File: config.mk
export PLATFORM = sky130hd
export DESIGN_NAME = multu_sequencer
export DESIGN_NICKNAME = d
export VERILOG_FILES = /design/src/rtl/multu_sequencer.sv
export SDC_FILE = /design/constraint.sdc
export NUM_CORES = 1
export LEC_CHECK = 0
export CAP_MARGIN = 15
export CORE_MARGIN = 8
export CORE_UTILIZATION = 42
export CTS_CLUSTER_DIAMETER = 100
export DETAILED_ROUTE_END_ITERATION = 6
export GPL_TIMING_DRIVEN = 0
export PLACE_DENSITY_LB_ADDON = 0.15
export SETUP_SLACK_MARGIN = 0.4
export SYNTH_ARGS = -nofsm -noshare
export SYNTH_HDL_FRONTEND = slang
export SYNTH_SLANG_ARGS = --single-unit
File: constraint.sdc
create_clock -name clk -period 3 [get_ports clk]
set_input_delay 0.3 -clock clk [delete_from_list [all_inputs] [get_ports clk]]
set_output_delay 0.3 -clock clk [all_outputs]
set_load 0.05 [all_outputs]
File: src/rtl/multu_sequencer.sv
// Sequencer wrapped around the 32-bit shift-add Multiplier.
// It steps a MULTU through its clear, iterate and output phases, then captures the product into HI/LO.
module multu_sequencer #(
  parameter int          ITER      = 32,
  parameter logic [5:0]  SIG_IDLE  = 6'd0,
  parameter logic [5:0]  SIG_MULTU = 6'd25,
  parameter logic [5:0]  SIG_OUT   = 6'd63,
  parameter logic [5:0]  FN_MFHI   = 6'd16,
  parameter logic [5:0]  FN_MFLO   = 6'd18
) (
  input  logic        clk,
  input  logic        reset,
  input  logic        start,
  input  logic [5:0]  funct,
  output logic [5:0]  mul_signal,
  output logic        mul_reset,
  input  logic [63:0] mul_data,
  output logic        busy,
  output logic        done,
  output logic [31:0] hi,
  output logic [31:0] lo,
  output logic [31:0] rdata
);

  typedef enum logic [2:0] {
    S_IDLE,
    S_CLEAR,
    S_RUN,
    S_OUTP,
    S_CAPT,
    S_DONE
  } state_t;

  localparam logic [5:0] LAST_ITER = 6'(ITER - 1);

  state_t     state;
  state_t     state_next;
  logic [5:0] count;
  logic       go;

  assign go = start && (funct == SIG_MULTU);

  // NOTE: sequential state uses non-blocking assignments so every register
  // samples the pre-edge values, independent of statement order.
  always_ff @(posedge clk) begin
    if (reset) begin
      state <= S_IDLE;
      count <= '0;
      hi    <= '0;
      lo    <= '0;
    end else begin
      state <= state_next;
      if (state == S_CLEAR)
        count <= '0;
      else if (state == S_RUN)
        count <= count + 6'd1;
      if (state == S_CAPT)
        {hi, lo} <= mul_data;
    end
  end

  // NOTE: every output of this block gets a default first, so no path
  // through the case statement can leave a latch behind.
  always_comb begin
    state_next = state;
    mul_signal = SIG_IDLE;
    busy       = 1'b0;
    done       = 1'b0;
    unique case (state)
      S_IDLE: begin
        if (go) state_next = S_CLEAR;
      end
      S_CLEAR: begin
        busy       = 1'b1;
        state_next = S_RUN;
      end
      S_RUN: begin
        busy       = 1'b1;
        mul_signal = SIG_MULTU;
        if (count == LAST_ITER) state_next = S_OUTP;
      end
      S_OUTP: begin
        busy       = 1'b1;
        mul_signal = SIG_OUT;
        state_next = S_CAPT;
      end
      S_CAPT: begin
        busy       = 1'b1;
        state_next = S_DONE;
      end
      S_DONE: begin
        done       = 1'b1;
        state_next = go ? S_CLEAR : S_IDLE;
      end
      default: state_next = S_IDLE;
    endcase
  end

  // The Multiplier is cleared together with this block and at the start of every operation.
  assign mul_reset = reset | (state == S_CLEAR);

  always_comb begin
    rdata = '0;
    if (funct == FN_MFHI)
      rdata = hi;
    else if (funct == FN_MFLO)
      rdata = lo;
  end

endmodule

==> impl_metrics.py <==
metrics = {
    "run_status": {
        "status": "completed",
    },
    "setup_path": {
        "r2r-start": "state[0]",
        "crit_path_end_kind": "output pin",
        "ff2ff_path_depth": 6,
        "start_kind": "input pin",
        "critPathSlowestCell": "clkdlybuf4s50_1",
        "arrival_ns": 2.17,
        "critPathMaxFanout": 10,
        "required_ns": 2.70,
        "path_delay_family": "buffers and inverters",
        "r2r_setup_slack_ns": 1.19,
        "r2r-end": "hi[5]",
        "criticalPathCategory": "input pin to output pin",
        "crit_chain": "clkdlybuf4s50_1 -> nor3b_2 -> nand2_1 -> clkbuf_1 -> nor2_1 -> clkdlybuf4s15_2",
        "crit_buf_inv": 3,
        "max_stage_delay_ns": 0.43,
    },
    "routing": {
        "post_drt_wl_per_cell_um": 16.19,
        "dr.first_iter.drc_count": 94,
        "first_pass_iters": 4,
        "viasPerCell": 5.009,
        "wirelength_um": 11360,
        "vias": 3516,
        "ant_nets": 0,
        "drcViolationCount": 0,
    },
    "sta": {
        "skew_ns": 0.004905,
        "layout_setup_ws_ns": 0.5288,
        "relSlewSlack_pct": 61.87,
        "worst_hold_slack_ns": 0.4721,
        "worstMarginPinSlew_ns": 0.5720,
        "period_needed_ns": 2.471,
        "rsz0062_at_grt": "no",
        "hold_violations": 0,
        "fmax_mhz": 404.7,
        "setup_viol": 0,
        "fin_crit_sh_pct": 82.37,
        "drv_slew": 0,
    },
    "synthesis": {
        "synth-seq-area-share_pct": 46.02,
        "synth_area_mm2": 0.003176,
        "ys_seq_elements": 73,
        "ys_warn_count": 0,
        "yosys-top-cells-area": "dfxtp_1 (46%), nand2_1 (15%), a21oi_1 (11%)",
        "synthFlopType": "dfxtp_1",
        "synth_edf_count": 0,
        "synth_top_area_share_pct": 46.02,
        "synth_top_area_cell": "dfxtp_1",
        "ys_async_sr_fraction_pct": 0,
        "ys_types": 33,
        "synthCells": 411,
        "syn_avg_cell_area_um2": 7.726,
        "syn_nets": 485,
    },
    "power_and_ir_drop": {
        "netSwitchingPower_mw": 0.4264,
        "p_comb_share_pct": 7.9,
        "seqPwrFrac_pct": 49.5,
        "leakage_nw": 1.823,
        "power.internal_mw": 1.532,
        "ir_drop_mv": 0.3699,
        "switching_share_pct": 21.77,
        "clkPwrFrac_pct": 42.6,
        "finalPower_mw": 1.959,
        "p_per_area_mw_per_mm2": 368.8,
    },
    "floorplanning": {
        "die_h_um": 103.0,
        "rows": 31,
        "die_x_um": 103.0,
        "core_mm2": 0.007292,
        "start_util_pct": 43.55,
        "io_pins": 178,
        "die-area_mm2": 0.01060,
    },
    "worst_hold_path": {
        "hold_class": "register to register",
        "min_from": "hi[10]",
        "hold_depth": 2,
        "hold_path_end": "hi[10]",
    },
    "final_layout": {
        "mostFrequentLayoutCells": "clkdlybuf4s50_1 (144), nand2_1 (131), dfxtp_1 (73)",
        "nets": 672,
        "layout_commonest_cell": "clkdlybuf4s50_1",
        "n_antenna_cell": 0,
        "syn2layout_area_growth_pct": 67.26,
        "drive_above_1_share_pct": 10.61,
    },
    "placement": {
        "dp_hpwl_um": 8674,
        "place.gp.congestion": 0.8000,
        "place.port_buffers": 176,
        "dp_slack_ns": -0.01681,
    },
    "clock_tree": {
        "cts-root-buf": "clkbuf_8",
        "clkTransAtPathRegs_ns": 0.07,
        "cts_tree": "built",
        "clockBufferDepth": 2,
        "clock-sinks": 73,
        "h-tree-depth": 3,
        "cts_setup_buffers": 0,
        "clk_latency_ns": 0.34,
        "cts_made_buffers": 9,
    },
    "global_route": {
        "antenna_found_initial": 0,
        "grt_start_max_net_pins": 13,
        "track_usage_pct": 21.03,
        "grt_first_pass_wirelength_um": 17340,
        "overflow": 0,
        "grt_pass1_vias": 3536,
    },
    "run": {
        "maxCapViolations": 0,
    },
}
stage by stage:
| stage | utilization (%) | setup TNS (ns) | instances | cell area, µm² |
|---|---|---|---|---|
| after global routing | 72.84 | 0 | 702 | 5311 |
| after detailed placement | 69.41 | -0.01681 | 686 | 5061 |
| final | 72.84 | 0 | 702 | 5311 |
| after floorplan | - | 0 | 411 | 3176 |
| after global placement | 69.41 | 0 | 686 | 5061 |
| after CTS | 72.77 | 0 | 702 | 5306 |
repair_timing:
| action | 4_1_cts | 5_1_grt |
|---|---|---|
| setup endpoints to repair | 32 | 30 |
| hold buffers | 0 | 0 |
| cloned | 0 | 0 |
| endpoints found under the hold margin | 0 | 0 |
| gates resized for setup | 92 | 1 |
cell families after synthesis:
family / Yosys count / synth area share (%)
compound gates: 78 / 12.88
xor+xnor: 3 / 0.8276
fa+ha+maj: 1 / 0.3939
buf+inv: 39 / 5.950
flops: 73 / 46.02
mux: 33 / 10.40
simple gates: 184 / 23.52
synthesized netlist by cell type, drive strengths merged, types with 2 or more instances:
cell type / instances
o21ai: 3
nand3: 2
dfxtp: 73
nor3b: 2
mux2i: 33
inv: 3
or3b: 2
buf: 19
a21oi: 70
nand2: 131
xnor2: 2
or3: 3
nor2: 37
clkbuf: 17
per-layer routing:
metal / share of wire (%) / vias to the layer above / GRT usage, %
met3: 10 / 21 / 8.035
li1: - / 1715 / -
met5: 0 / - / 0
met2: 49 / 139 / 37.17
met1: 39 / 1641 / 21.81
met4: 2.1 / 0 / 8.676
layout make-up:
type	instances	area, µm²
plain buffers	36	177.7
clock buffers	10	127.6
clock inverters	6	82.58
fillers	606	1981
inverters	3	11.26
multi-input cells	299	1530
flip-flops and latches	73	1461
well taps	99	123.9
repair buffers	176	1797
registers in the layout, summed over array words and instances (netlist names):
register and flops:
hi 32, lo 32, count 6, state 3
worst max-delay path by stage:
stage | from | endpoint | slack [ns] | cells after the start
floorplan | state[2] | mul_signal[2] | 0.93 | 4
global placement | funct[4] | rdata[1] | 0.03 | 6
detailed placement | funct[4] | rdata[14] | -0.02 | 6
CTS | funct[4] | rdata[14] | 0.44 | 6
global route | funct[5] | rdata[14] | 0.37 | 6
finish | funct[5] | rdata[13] | 0.53 | 6
power by group through the flow:
stage	Combinational [mW]	Clock [mW]	Sequential, mW
5_1_grt	0.165	0.879	0.969
6_report	0.155	0.835	0.969
2_1_floorplan	0.0451	0	0.992
3_3_place_gp	0.152	0	0.992
4_1_cts	0.155	0.841	0.969
3_5_place_dp	0.154	0	0.992
worst register-to-register path, stage by stage (launching register included):
cell	delay, ns
dfxtp_1	0.31
buf_4	0.16
or3b_2	0.45
clkbuf_1	0.23
clkbuf_1	0.31
nand2_1	0.14
a21oi_1	0.07
Note: power is estimated with default switching activity, not from simulation.
